$ cat src/rtl/mcu_global_sequencer_pkg.sv
// -----------------------------------------------------------------------------
// mcu_global_sequencer_pkg
// Purpose : Global FSM encodings broadcast to the local AXI-Lite fetch FSMs,
//           plus the error codes reported by the global sequencer.
// Ports   : none (package)
// -----------------------------------------------------------------------------
package mcu_global_sequencer_pkg;

  localparam int GLO_FSM_WIDTH = 3;

  // Encodings are shared with the local fetch FSMs; do not renumber.
  typedef enum logic [GLO_FSM_WIDTH-1:0] {
    GLO_FSM_IDL = 3'd0,
    GLO_FSM_STR = 3'd1,
    GLO_FSM_RUN = 3'd2,
    GLO_FSM_END = 3'd3,
    GLO_FSM_ERR = 3'd4
  } glo_fsm_e;

  localparam logic [1:0] ERR_NONE    = 2'd0;
  localparam logic [1:0] ERR_LOCAL   = 2'd1;
  localparam logic [1:0] ERR_TIMEOUT = 2'd2;
  localparam logic [1:0] ERR_ABORT   = 2'd3;

endpackage

$ cat src/rtl/mcu_global_sequencer_if.sv
// -----------------------------------------------------------------------------
// mcu_global_sequencer_if
// Purpose : Bus between the global sequencer and the NUM_LOC local fetchers.
// Signals : glo_fsm_state         global state broadcast (sequencer -> locals)
//           addr/inter/intra_counter_max  latched per-channel limits
//           loc_tlast_transmitted per-channel completion flags (locals -> seq)
//           loc_error             per-channel error flags (locals -> seq)
// Modports: master = sequencer side, slave = local-fetcher side
// -----------------------------------------------------------------------------
interface mcu_global_sequencer_if #(
  parameter int NUM_LOC          = 4,
  parameter int ADDR_WIDTH       = 32,
  parameter int INTER_ITER_WIDTH = 32,
  parameter int INTRA_ITER_WIDTH = 32
);
  import mcu_global_sequencer_pkg::*;

  logic [GLO_FSM_WIDTH-1:0]              glo_fsm_state;
  logic [NUM_LOC*(ADDR_WIDTH+1)-1:0]     addr_counter_max;
  logic [NUM_LOC*INTER_ITER_WIDTH-1:0]   inter_counter_max;
  logic [NUM_LOC*INTRA_ITER_WIDTH-1:0]   intra_counter_max;
  logic [NUM_LOC-1:0]                    loc_tlast_transmitted;
  logic [NUM_LOC-1:0]                    loc_error;

  modport master (
    output glo_fsm_state, addr_counter_max, inter_counter_max, intra_counter_max,
    input  loc_tlast_transmitted, loc_error
  );

  modport slave (
    input  glo_fsm_state, addr_counter_max, inter_counter_max, intra_counter_max,
    output loc_tlast_transmitted, loc_error
  );

endinterface

$ cat src/rtl/mcu_global_sequencer_watchdog.sv
// -----------------------------------------------------------------------------
// mcu_watchdog
// Purpose : Progress watchdog. Saturating counter with synchronous clear and
//           count enable; flags expiry when it has reached LIMIT-1 and is
//           about to count again without being cleared. LIMIT=0 disables it.
// Ports   : clk, rst      clock, synchronous active-high reset
//           clr           clear counter (wins over en)
//           en            count this cycle
//           expired       combinational expiry flag for this cycle
// -----------------------------------------------------------------------------
module mcu_watchdog #(
  parameter int WIDTH = 24,
  parameter int LIMIT = 2**20
) (
  input  logic clk,
  input  logic rst,
  input  logic clr,
  input  logic en,
  output logic expired
);

  localparam logic [WIDTH-1:0] LAST = WIDTH'(LIMIT - 1);

  logic [WIDTH-1:0] count_q, count_d;

  always_comb begin
    count_d = count_q;
    if (clr) begin
      count_d = '0;
    end else if (en && (count_q != '1)) begin
      count_d = count_q + 1'b1;
    end
  end

  always_ff @(posedge clk) begin
    if (rst) begin
      count_q <= '0;
    end else begin
      count_q <= count_d;
    end
  end

  assign expired = (LIMIT != 0) && en && !clr && (count_q == LAST);

endmodule

$ cat src/rtl/mcu_global_sequencer.sv
// -----------------------------------------------------------------------------
// mcu_global_sequencer
// Purpose : Sequences NUM_LOC local fetch FSMs through IDL/STR/RUN/END/ERR,
//           latches per-channel limits on start, tracks completion, runs a
//           progress watchdog and reports errors. All outputs registered.
// Ports   : clk, rst             clock, synchronous active-high reset
//           start, abort         run control (start only in IDL, abort not in IDL)
//           cfg_*_max            per-channel limits, latched on accepted start
//           loc_bus (master)     glo_fsm_state / *_counter_max out,
//                                loc_tlast_transmitted / loc_error in
//           busy, done           not-IDL flag, one-cycle END pulse
//           error, err_code      sticky error and its cause
//           err_src              OR of loc_error seen while failing
// -----------------------------------------------------------------------------
module mcu_global_sequencer
  import mcu_global_sequencer_pkg::*;
#(
  parameter int NUM_LOC          = 4,
  parameter int ADDR_WIDTH       = 32,
  parameter int INTER_ITER_WIDTH = 32,
  parameter int INTRA_ITER_WIDTH = 32,
  parameter int TIMEOUT_WIDTH    = 24,
  parameter int TIMEOUT_CYCLES   = 2**20
) (
  input  logic                                clk,
  input  logic                                rst,
  input  logic                                start,
  input  logic                                abort,
  input  logic [NUM_LOC*(ADDR_WIDTH+1)-1:0]   cfg_addr_max,
  input  logic [NUM_LOC*INTER_ITER_WIDTH-1:0] cfg_inter_max,
  input  logic [NUM_LOC*INTRA_ITER_WIDTH-1:0] cfg_intra_max,
  mcu_global_sequencer_if.master              loc_bus,
  output logic                                busy,
  output logic                                done,
  output logic                                error,
  output logic [1:0]                          err_code,
  output logic [NUM_LOC-1:0]                  err_src
);

  localparam int AW = NUM_LOC*(ADDR_WIDTH+1);
  localparam int EW = NUM_LOC*INTER_ITER_WIDTH;
  localparam int IW = NUM_LOC*INTRA_ITER_WIDTH;

  glo_fsm_e           state_q, state_d;
  logic [AW-1:0]      addr_max_q, addr_max_d;
  logic [EW-1:0]      inter_max_q, inter_max_d;
  logic [IW-1:0]      intra_max_q, intra_max_d;
  logic [NUM_LOC-1:0] done_mask_q, done_mask_d;
  logic [NUM_LOC-1:0] err_src_q, err_src_d;
  logic [1:0]         err_code_q, err_code_d;
  logic               busy_q, busy_d, done_q, done_d, error_q, error_d;
  logic               err_hold_q, err_hold_d;

  logic       start_ok, all_done, new_bit, wdg_clr, wdg_en, wdg_expired;
  logic [1:0] fail_code;

  // A start coinciding with abort is dropped rather than started-then-aborted.
  assign start_ok = start & ~abort;
  // Completion counts flags arriving this cycle, so END follows the last flag directly.
  assign all_done = &(done_mask_q | loc_bus.loc_tlast_transmitted);
  assign new_bit  = |(loc_bus.loc_tlast_transmitted & ~done_mask_q);
  assign wdg_clr  = (state_q == GLO_FSM_STR) | ((state_q == GLO_FSM_RUN) & new_bit);
  assign wdg_en   = (state_q == GLO_FSM_RUN);

  mcu_watchdog #(
    .WIDTH (TIMEOUT_WIDTH),
    .LIMIT (TIMEOUT_CYCLES)
  ) u_watchdog (
    .clk     (clk),
    .rst     (rst),
    .clr     (wdg_clr),
    .en      (wdg_en),
    .expired (wdg_expired)
  );

  // Failure cause for this cycle: abort > local error > timeout.
  always_comb begin
    fail_code = ERR_NONE;
    if (abort) begin
      fail_code = ERR_ABORT;
    end else if (|loc_bus.loc_error) begin
      fail_code = ERR_LOCAL;
    end else if (wdg_expired) begin
      fail_code = ERR_TIMEOUT;
    end
  end

  // State register
  always_ff @(posedge clk) begin
    if (rst) begin
      state_q <= GLO_FSM_IDL;
    end else begin
      state_q <= state_d;
    end
  end

  // Next-state logic; failures take precedence over completion.
  always_comb begin
    state_d = state_q;
    case (state_q)
      GLO_FSM_IDL: if (start_ok) state_d = GLO_FSM_STR;
      GLO_FSM_STR: state_d = (fail_code != ERR_NONE) ? GLO_FSM_ERR : GLO_FSM_RUN;
      GLO_FSM_RUN: begin
        if (fail_code != ERR_NONE) begin
          state_d = GLO_FSM_ERR;
        end else if (all_done) begin
          state_d = GLO_FSM_END;
        end
      end
      GLO_FSM_END: state_d = (fail_code != ERR_NONE) ? GLO_FSM_ERR : GLO_FSM_IDL;
      // err_hold_q is set after the first ERR cycle, giving a two-cycle minimum.
      GLO_FSM_ERR: if (err_hold_q && (loc_bus.loc_error == '0)) state_d = GLO_FSM_IDL;
      default:     state_d = GLO_FSM_IDL;
    endcase
  end

  // Output / datapath next values (all registered below).
  always_comb begin
    addr_max_d  = addr_max_q;
    inter_max_d = inter_max_q;
    intra_max_d = intra_max_q;
    done_mask_d = done_mask_q;
    err_src_d   = err_src_q;
    err_code_d  = err_code_q;
    error_d     = error_q;
    err_hold_d  = err_hold_q;
    busy_d      = (state_d != GLO_FSM_IDL);
    done_d      = (state_d == GLO_FSM_END);

    if ((state_q == GLO_FSM_IDL) && start_ok) begin
      addr_max_d  = cfg_addr_max;
      inter_max_d = cfg_inter_max;
      intra_max_d = cfg_intra_max;
      done_mask_d = '0;
      err_src_d   = '0;
      err_code_d  = ERR_NONE;
      error_d     = 1'b0;
    end

    if (state_q == GLO_FSM_RUN) begin
      done_mask_d = done_mask_q | loc_bus.loc_tlast_transmitted;
    end

    if (state_q == GLO_FSM_ERR) begin
      err_hold_d = 1'b1;
    end else if (state_d == GLO_FSM_ERR) begin
      error_d    = 1'b1;
      err_code_d = fail_code;
      err_hold_d = 1'b0;
    end

    // Includes the entry cycle so the flag that caused the failure is captured.
    if (state_d == GLO_FSM_ERR) begin
      err_src_d = err_src_q | loc_bus.loc_error;
    end
  end

  always_ff @(posedge clk) begin
    if (rst) begin
      addr_max_q  <= '0;
      inter_max_q <= '0;
      intra_max_q <= '0;
      done_mask_q <= '0;
      err_src_q   <= '0;
      err_code_q  <= ERR_NONE;
      error_q     <= 1'b0;
      err_hold_q  <= 1'b0;
      busy_q      <= 1'b0;
      done_q      <= 1'b0;
    end else begin
      addr_max_q  <= addr_max_d;
      inter_max_q <= inter_max_d;
      intra_max_q <= intra_max_d;
      done_mask_q <= done_mask_d;
      err_src_q   <= err_src_d;
      err_code_q  <= err_code_d;
      error_q     <= error_d;
      err_hold_q  <= err_hold_d;
      busy_q      <= busy_d;
      done_q      <= done_d;
    end
  end

  assign loc_bus.glo_fsm_state     = state_q;
  assign loc_bus.addr_counter_max  = addr_max_q;
  assign loc_bus.inter_counter_max = inter_max_q;
  assign loc_bus.intra_counter_max = intra_max_q;
  assign busy     = busy_q;
  assign done     = done_q;
  assign error    = error_q;
  assign err_code = err_code_q;
  assign err_src  = err_src_q;

endmodule

$ cat src/flat_wrapper.sv
// flat-port wrapper written by rule: the top's interface ports become plain ports
module mcu_global_sequencer_flat import mcu_global_sequencer_pkg::*;
#(
  parameter int NUM_LOC          = 4,
  parameter int ADDR_WIDTH       = 32,
  parameter int INTER_ITER_WIDTH = 32,
  parameter int INTRA_ITER_WIDTH = 32,
  parameter int TIMEOUT_WIDTH    = 24,
  parameter int TIMEOUT_CYCLES   = 2**20
)
  (clk, rst, start, abort, cfg_addr_max, cfg_inter_max, cfg_intra_max, busy, done, error, err_code, err_src, loc_bus_glo_fsm_state, loc_bus_addr_counter_max, loc_bus_inter_counter_max, loc_bus_intra_counter_max, loc_bus_loc_tlast_transmitted, loc_bus_loc_error);
  mcu_global_sequencer_if #(.NUM_LOC(NUM_LOC), .ADDR_WIDTH(ADDR_WIDTH), .INTER_ITER_WIDTH(INTER_ITER_WIDTH), .INTRA_ITER_WIDTH(INTRA_ITER_WIDTH)) loc_bus_i ();
  input  logic clk;
  input  logic rst;
  input  logic start;
  input  logic abort;
  input  logic [NUM_LOC*(ADDR_WIDTH+1)-1:0] cfg_addr_max;
  input  logic [NUM_LOC*INTER_ITER_WIDTH-1:0] cfg_inter_max;
  input  logic [NUM_LOC*INTRA_ITER_WIDTH-1:0] cfg_intra_max;
  output logic busy;
  output logic done;
  output logic error;
  output logic [1:0] err_code;
  output logic [NUM_LOC-1:0] err_src;
  output wire logic [$bits(loc_bus_i.glo_fsm_state)-1:0] loc_bus_glo_fsm_state;
  output wire logic [$bits(loc_bus_i.addr_counter_max)-1:0] loc_bus_addr_counter_max;
  output wire logic [$bits(loc_bus_i.inter_counter_max)-1:0] loc_bus_inter_counter_max;
  output wire logic [$bits(loc_bus_i.intra_counter_max)-1:0] loc_bus_intra_counter_max;
  input wire logic [$bits(loc_bus_i.loc_tlast_transmitted)-1:0] loc_bus_loc_tlast_transmitted;
  input wire logic [$bits(loc_bus_i.loc_error)-1:0] loc_bus_loc_error;
  assign loc_bus_glo_fsm_state = loc_bus_i.glo_fsm_state;
  assign loc_bus_addr_counter_max = loc_bus_i.addr_counter_max;
  assign loc_bus_inter_counter_max = loc_bus_i.inter_counter_max;
  assign loc_bus_intra_counter_max = loc_bus_i.intra_counter_max;
  assign loc_bus_i.loc_tlast_transmitted = loc_bus_loc_tlast_transmitted;
  assign loc_bus_i.loc_error = loc_bus_loc_error;
  mcu_global_sequencer #(.NUM_LOC(NUM_LOC), .ADDR_WIDTH(ADDR_WIDTH), .INTER_ITER_WIDTH(INTER_ITER_WIDTH), .INTRA_ITER_WIDTH(INTRA_ITER_WIDTH), .TIMEOUT_WIDTH(TIMEOUT_WIDTH), .TIMEOUT_CYCLES(TIMEOUT_CYCLES)) u_core (.clk(clk), .rst(rst), .start(start), .abort(abort), .cfg_addr_max(cfg_addr_max), .cfg_inter_max(cfg_inter_max), .cfg_intra_max(cfg_intra_max), .loc_bus(loc_bus_i), .busy(busy), .done(done), .error(error), .err_code(err_code), .err_src(err_src));
endmodule
$ cat config.mk
export PLATFORM = sky130hd
export DESIGN_NAME = mcu_global_sequencer_flat
export DESIGN_NICKNAME = d
export VERILOG_FILES = /design/src/rtl/mcu_global_sequencer_pkg.sv /design/src/rtl/mcu_global_sequencer_if.sv /design/src/rtl/mcu_global_sequencer_watchdog.sv /design/src/rtl/mcu_global_sequencer.sv /design/src/flat_wrapper.sv
export SDC_FILE = /design/constraint.sdc
export NUM_CORES = 1
export LEC_CHECK = 0
export CORE_AREA = 2 2 314 316
export CTS_BUF_LIST = sky130_fd_sc_hd__clkbuf_16
export DETAILED_ROUTE_END_ITERATION = 8
export DIE_AREA = 0 0 316 318
export PLACE_DENSITY = 0.35
export SYNTH_ARGS = -nofsm -noshare
export SYNTH_HDL_FRONTEND = slang
export SYNTH_SLANG_ARGS = --single-unit
$ cat constraint.sdc
create_clock -name clk -period 4.8 [get_ports clk]
set_clock_uncertainty 0.15 [all_clocks]
set_input_delay 0.72 -clock clk [delete_from_list [all_inputs] [get_ports clk]]
set_output_delay 0.72 -clock clk [all_outputs]
set_load 0.05 [all_outputs]
==> out/qor_table.md, run 1 <==
| Stage | Result | Reported |
|---|---|---|
| power and ir drop | Total power divided by cell area | 365 nW/um2 |
| power and ir drop | Cell internal pwr | 6750 uW |
| timing | RSZ-0062 raised after global routing | false |
| floorplanning | Num rows | 115 |
| detailed routing | Vias per std cell | 3.91 |
| timing | Post-layout min period | 2.92 ns |
| critical path | Critical path arrival | 2.05 ns |
| clock tree | Total CTS buffers | 56 |
| synthesis | Biggest area contributors in the synthesized netlist | dfxtp_1, nand2_1, a21oi_1, clkbuf_1, nor2_1 |
| status | Status | finished, final reports clean |
| critical path | Worst-path cell with the longest stage delay | clkdlybuf4s50_1 |
| place | Cell area reported after detailed placement | 24,500 um2 |
| synthesis | Count of distinct cell types in the synthesized netlist | 45 |
| place | Number of port buffers | 799 |
| clock tree | Clock tree from TritonCTS | done |
| grt | Number of antenna violations at the first check in global routing | 14 |
| clock tree | Root buffer selected by CTS | clkbuf_16 |
| critical path | Kind of cell adding the most delay to the critical path | buffers and inverters |
| detailed routing | Post-Route WL | 70,400 um |
| min path | Hold/Removal Path Class | register to register |
| place | DP HPWL | 51,100 um |
| detailed routing | First-pass iteration count of the detailed router | 4 |
| synthesis | Most common flop cell mapped by yosys | dfxtp_1 |
| synthesis | Proportion of synthesized chip area in sequential cells | 57.1% |
| synthesis | Post-synth EDFFs | 0 |
| detailed routing | Antenna violation net count after detailed routing | 0 |
| detailed routing | Total via count after detailed routing | 15.6k |
| timing | Number of failing setup endpoints in the final timing report | 0 |
| place | Gp weighted congestion | 0.830 |
| timing | Peak clock frequency supported by timing | 342 MHz |
| synthesis | Average cell area after synthesis | 7.92 um2 |
| detailed routing | Remaining DRCs | 0 |
| min path | Hold Path Depth | 2 |
| cells and area | Area of combinational cells with multiple inputs | 5940 um2 |
| cells and area | Area taken by flip-flops and latches | 8590 um2 |
| synthesis | Library cell with the largest summed area after synthesis | dfxtp_1 |
| clock tree | Total setup buffers inserted after CTS | 0 |
| synthesis | Syn Inst Count | 1,900 |
| synthesis | Top cell type's share of synthesized area | 57.1% |
| timing | Pin slew with the least headroom to its limit | 1.11 ns |
| critical path | Count of cells along the worst register-to-register path | 6 |
| timing | Final Hold Violating Endpoints | 0 |
| clock tree | Number of buffers inserted for hold repair after clock tree synthesis | 0 |
| timing | Headroom to the max-slew limit | 25.9% |
| min path | Source of the worst hold timing path | u_core.loc_bus.inter_counter_max[113] |
| critical path | CP Max Fanout | 10 |
| critical path | Beginning of the critical path | u_core.loc_bus.glo_fsm_state[2] |
| timing | Post-Route Setup TNS | 0 ns |
| power and ir drop | Relative contribution of the clock network to total power | 42.1% |
| power and ir drop | Switch Pwr | 2820 uW |
| critical path | Critical path buffers and inverters | 1 |
| critical path | Critical path, cell by cell | clkdlybuf4s50_1 |
| synthesis | Number of warnings issued by yosys | 0 |
| clock tree | Number of clock sinks seen by CTS | 429 |
| grt | First-pass GRT wire length | 103,000 um |
| floorplanning | Overall die area | 100,000 um2 |
| detailed routing | Number of DRC markers in iteration 0 | 641 |
| grt | Total GRT Usage | 13.5% |
| synthesis | Post-synthesis net count | 2,301 |
| cells and area | Final layout net count | 3,044 |
| synthesis | Mapped cell area | 15,100 um2 |
| place | Cell count after placement | 3,872 |
| grt | Remaining Overflow, GRT | 0 |
| clock tree | Clock input transition at the sequential cells of the worst setup and hold paths | 0.06 ns |
| critical path | Kind of end point of the critical path | output pin |
| clock tree | Buffer levels on the longest clock path | 3 |
| clock tree | Maximum level of the CTS H-tree | 2 |
| cells and area | Area growth from synthesis to layout | 74.3% |
| floorplanning | Horizontal die dimension | 316 um |
| clock tree | Resized cells post-CTS | 0 |
| power and ir drop | Gate power share | 18.0% |
| power and ir drop | Net switching share of the total power | 29.5% |
| clock tree | Clock latency of the later-clocked register in the worst-skew pair | 0.61 ns |
| cells and area | Non-filler instance count after layout | 3,984 |
| floorplanning | Number of top-level pins | 800 |
| timing | Final cycle utilization of the critical path | 60.9% |
| synthesis | Post-synth ARST share | 0% |
| synthesis | Flip-flop and latch count after synthesis | 429 |
| critical path | Number of gates on the worst path with buffers counted | 1 |
| power and ir drop | Leakage power of the design | 0.00908 uW |
| floorplanning | Area of the placeable core | 97,400 um2 |
| critical path | Critical Path Max Stage Delay | 0.90 ns |
| floorplanning | Starting density of the core | 15.5% |
| timing | Max-slew violation total from the final report | 0 |
| grt | Largest net degree at the start of global routing | 185 |
| cells and area | Commonest cells after routing, fill and taps aside | clkdlybuf4s50_1, nand2_1, dfxtp_1 |
| cells and area | Layout cells sized above 1 | 4.17% |
| job | Max Cap Viol | 0 |
| floorplanning | Die H | 318 um |
| power and ir drop | Relative contribution of sequential cells to total power | 39.8% |
| power and ir drop | Largest voltage drop on the vdd net | 238 uV |
| critical path | CP Launch Type | register |
| critical path | Reg-to-Reg Start | u_core.u_watchdog.count_q[0] |
| cells and area | Total non-filler cell area in the finished layout | 26,200 um2 |
| timing | Worst hold slack across all endpoints | 0.302 ns |
| cells and area | Filler cells | 10.6k |
| grt | Via count of the first global-routing pass | 15.7k |
| critical path | Required arrival time at the worst endpoint | 3.93 ns |
| cells and area | Most common library cell in the layout ignoring fill and taps | clkdlybuf4s50_1 |
| critical path | WS Path Type | register to output pin |
| detailed routing | Average routed wire per standard cell | 17.7 um |
## Yosys cell counts, drive strengths merged, types with 2 or more instances
master / n
inv: 3
o22ai: 3
a31oi: 2
nor3b: 2
nand4: 10
a211oi: 3
o21a: 2
nand2b: 4
or2: 2
nor2: 24
a21oi: 396
nor4: 9
a22oi: 5
o211ai: 8
nand3: 8
clkbuf: 133
a22o: 5
a21boi: 2
o21ai: 7
and3: 3
or4: 8
and4: 3
dfxtp: 429
or3: 7
xor2: 3
nand2: 790
xnor2: 9
buf: 5
nor3: 4
## final timing paths
check                                                              to  slack [ns]
worst min-delay path            u_core.loc_bus.inter_counter_max[113]        0.30
worst max-delay path                         loc_bus_glo_fsm_state[2]        1.88
worst min register to register  u_core.loc_bus.inter_counter_max[113]        0.30
worst max register to register                            u_core.busy        2.03
## final cells by class
class                           instances  area share (%)
Inverter                                3          0.0429
Clock buffer                           57            5.44
Multi-Input combinational cell       1330            22.6
Antenna cell                           11           0.105
Sequential cell                       429            32.7
Clock inverter                         44            1.13
Tap cell                             1287            6.14
Timing Repair Buffer                  823            31.8
## state kept, by name, indices dropped and copies added, names as in the netlist
name	flops
u_core.busy	1
u_core.loc_bus.glo_fsm_state	3
u_core.err_code	2
u_core.done_mask_q	4
u_core.loc_bus.inter_counter_max	128
u_core.error	1
u_core.loc_bus.intra_counter_max	128
u_core.err_src	4
u_core.loc_bus.addr_counter_max	132
u_core.err_hold_q	1
u_core.u_watchdog.count_q	24
u_core.done	1
## kinds of logic after synthesis
logic type / synth area share (%)
flip-flops: 57.1
buffers and inverters: 3.59
adder cells (fa/ha/maj): 0.0831
XOR/XNOR: 0.698
AO/OA/AOI/OAI: 15.3
AND/OR/NAND/NOR: 23.2
multiplexers: 0.0665
## stage by stage
stage	worst slack [ns]	power, uW	util (%)
finish	1.88	9570	26.9
global placement	1.66	5630	25.1
CTS	1.79	9810	26.9
detailed placement	1.60	5640	25.1
global route	1.75	10000	26.9
floorplan	2.22	4780	-
## metal layers
| layer | global-route usage (%) | vias to the layer above | part of all wire [%] |
|---|---|---|---|
| li1 | - | 7721 | - |
| met1 | 14.1 | 7202 | 37 |
| met2 | 23.8 | 530 | 51 |
| met3 | 5.13 | 119 | 8.9 |
| met4 | 5.99 | 4 | 3.5 |
| met5 | 0 | - | 0.038 |
## power by group through the flow
stage	clock [uW]	combinational [uW]	sequential, uW
2_1_floorplan	0	341	4440
3_3_place_gp	0	1750	3880
3_5_place_dp	0	1750	3890
4_1_cts	4240	1760	3820
5_1_grt	4350	1830	3830
6_report	4030	1730	3810
Power figures use the tool's default switching activity.
==> run 2: changes to the inputs <==
==> constraint.sdc (replaced) <==
create_clock -name clk -period 3.1 [get_ports clk]
set_clock_uncertainty 0.15 [all_clocks]
set_input_delay 0.465 -clock clk [delete_from_list [all_inputs] [get_ports clk]]
set_output_delay 0.465 -clock clk [all_outputs]
set_load 0.05 [all_outputs]
==> out/qor_table.md, run 2 (synthesized netlist as in run 1, its figures left out) <==
| Stage | Result | Reported |
|---|---|---|
| status | Status | finished, final reports clean |
| power and ir drop | Largest voltage drop on the vdd net | 367 uV |
| clock tree | Root buffer selected by CTS | clkbuf_16 |
| grt | Largest net degree at the start of global routing | 192 |
| cells and area | Largest register FFs | 132 |
| place | DP HPWL | 51,800 um |
| timing | Final cycle utilization of the critical path | 89.5% |
| timing | RSZ-0062 raised after global routing | false |
| grt | Total GRT Usage | 13.5% |
| timing | Post-Route Setup TNS | 0 ns |
| floorplanning | Num rows | 115 |
| floorplanning | Overall die area | 100,000 um2 |
| cells and area | Layout cells sized above 1 | 4.48% |
| place | Gp weighted congestion | 0.826 |
| detailed routing | Antenna violation net count after detailed routing | 0 |
| timing | Worst hold slack across all endpoints | 0.241 ns |
| timing | Post-layout min period | 2.77 ns |
| critical path | CP Max Fanout | 7 |
| clock tree | Clock latency of the later-clocked register in the worst-skew pair | 0.61 ns |
| cells and area | Total non-filler cell area in the finished layout | 26,400 um2 |
| cells and area | Final layout net count | 3,060 |
| place | Number of port buffers | 799 |
| floorplanning | Area of the placeable core | 97,400 um2 |
| timing | Headroom to the max-slew limit | 16.1% |
| clock tree | Clock input transition at the sequential cells of the worst setup and hold paths | 0.06 ns |
| critical path | Kind of end point of the critical path | register |
| critical path | CP Launch Type | register |
| grt | Number of antenna violations at the first check in global routing | 11 |
| cells and area | Filler cells | 10.5k |
| critical path | Required arrival time at the worst endpoint | 3.44 ns |
| job | Max Cap Viol | 0 |
| grt | Remaining Overflow, GRT | 0 |
| floorplanning | Horizontal die dimension | 316 um |
| timing | Pin slew with the least headroom to its limit | 1.26 ns |
| clock tree | Number of clock sinks seen by CTS | 429 |
| detailed routing | Post-Route WL | 70,500 um |
| timing | Number of failing setup endpoints in the final timing report | 0 |
| cells and area | Commonest cells after routing, fill and taps aside | clkdlybuf4s50_1, nand2_1, dfxtp_1 |
| timing | Max-slew violation total from the final report | 0 |
| floorplanning | Number of top-level pins | 800 |
| power and ir drop | Total power divided by cell area | 557 nW/um2 |
| cells and area | Area growth from synthesis to layout | 75.2% |
| floorplanning | Starting density of the core | 15.5% |
| detailed routing | Remaining DRCs | 0 |
| detailed routing | Total via count after detailed routing | 15.6k |
| clock tree | Clock tree from TritonCTS | done |
| detailed routing | First-pass iteration count of the detailed router | 5 |
| detailed routing | Number of DRC markers in iteration 0 | 735 |
| clock tree | Resized cells post-CTS | 0 |
| grt | Via count of the first global-routing pass | 15.7k |
| critical path | WS Path Type | register to register |
| power and ir drop | Leakage power of the design | 0.00917 uW |
| clock tree | Buffer levels on the longest clock path | 3 |
| timing | Final Hold Violating Endpoints | 0 |
| cells and area | Most common library cell in the layout ignoring fill and taps | clkdlybuf4s50_1 |
| floorplanning | Die H | 318 um |
| detailed routing | Vias per std cell | 3.91 |
| clock tree | Maximum level of the CTS H-tree | 2 |
| critical path | Critical path arrival | 3.12 ns |
| detailed routing | Average routed wire per standard cell | 17.7 um |
| place | Cell area reported after detailed placement | 24,700 um2 |
| min path | Source of the worst hold timing path | cfg_intra_max[24] |
| clock tree | Total CTS buffers | 54 |
| timing | Peak clock frequency supported by timing | 360 MHz |
| grt | First-pass GRT wire length | 102,000 um |
| critical path | Beginning of the critical path | u_core.u_watchdog.count_q[0] |
| critical path | Reg-to-Reg Start | u_core.u_watchdog.count_q[0] |
| min path | Hold/Removal Path Class | primary input to register |
==> run 2: where the power goes <==
part           internal [uW]  total (uW)  switching, uW
clock                   3520        6080           2560
combinational           1070        2710           1630
sequential              5770        5900            131
total                  10400       14700           4330
==> run 2: final timing paths <==
check                           cells past startpoint                              endpoint  slack [ns]
worst max-delay path                                6                           u_core.busy        0.33
worst min-delay path                                3  u_core.loc_bus.intra_counter_max[24]        0.24
worst max register to register                      6                           u_core.busy        0.33
worst min register to register                      2  u_core.loc_bus.addr_counter_max[130]        0.30
==> run 2: routing by layer <==
metal  vias to the layer above  global-route usage (%)  wire (um)
met5                         -                       0         59
met4                         8                    5.27       2140
met3                       110                    5.20       6280
met2                       493                    24.3      36400
met1                      7261                    13.9      25700
li1                       7729                       -          -
==> run 2: per-stage QoR <==
step                power, uW  std cells  util [%]  setup slack, ns
global route            15400       3995      27.1           0.0795
floorplan                7410       1900         -            0.516
finish                  14700       3995      27.1            0.326
detailed placement       8760       3889      25.3            0.346
CTS                     15100       3988      27.0            0.314
global placement         8750       3889      25.3            0.338
==> run 2: layout make-up <==
| class | instances | area (um2) | share of cell area [%] |
|---|---|---|---|
| diodes | 7 | 17.5 | 0.0664 |
| clock buffers | 57 | 1430 | 5.41 |
| clock inverters | 41 | 250 | 0.949 |
| inverters | 3 | 11.3 | 0.0427 |
| multi-input cells | 1330 | 5940 | 22.5 |
| flip-flops and latches | 429 | 8590 | 32.6 |
| well taps | 1287 | 1610 | 6.11 |
| repair buffers | 841 | 8520 | 32.3 |
==> run 2: timing repair <==
action	4_1_cts	5_1_grt
hold buffers	1	0
hold endpoints to repair	25	0
buffers inserted	0	0
==> run 2: critical path, cell delays in order, from the launching register on <==
cell,delay (ns)
dfxtp_1,0.39
ha_1,0.23
nand4_2,0.17
or4_1,0.72
nor4_4,0.46
nor2_1,0.14
or3_1,0.39
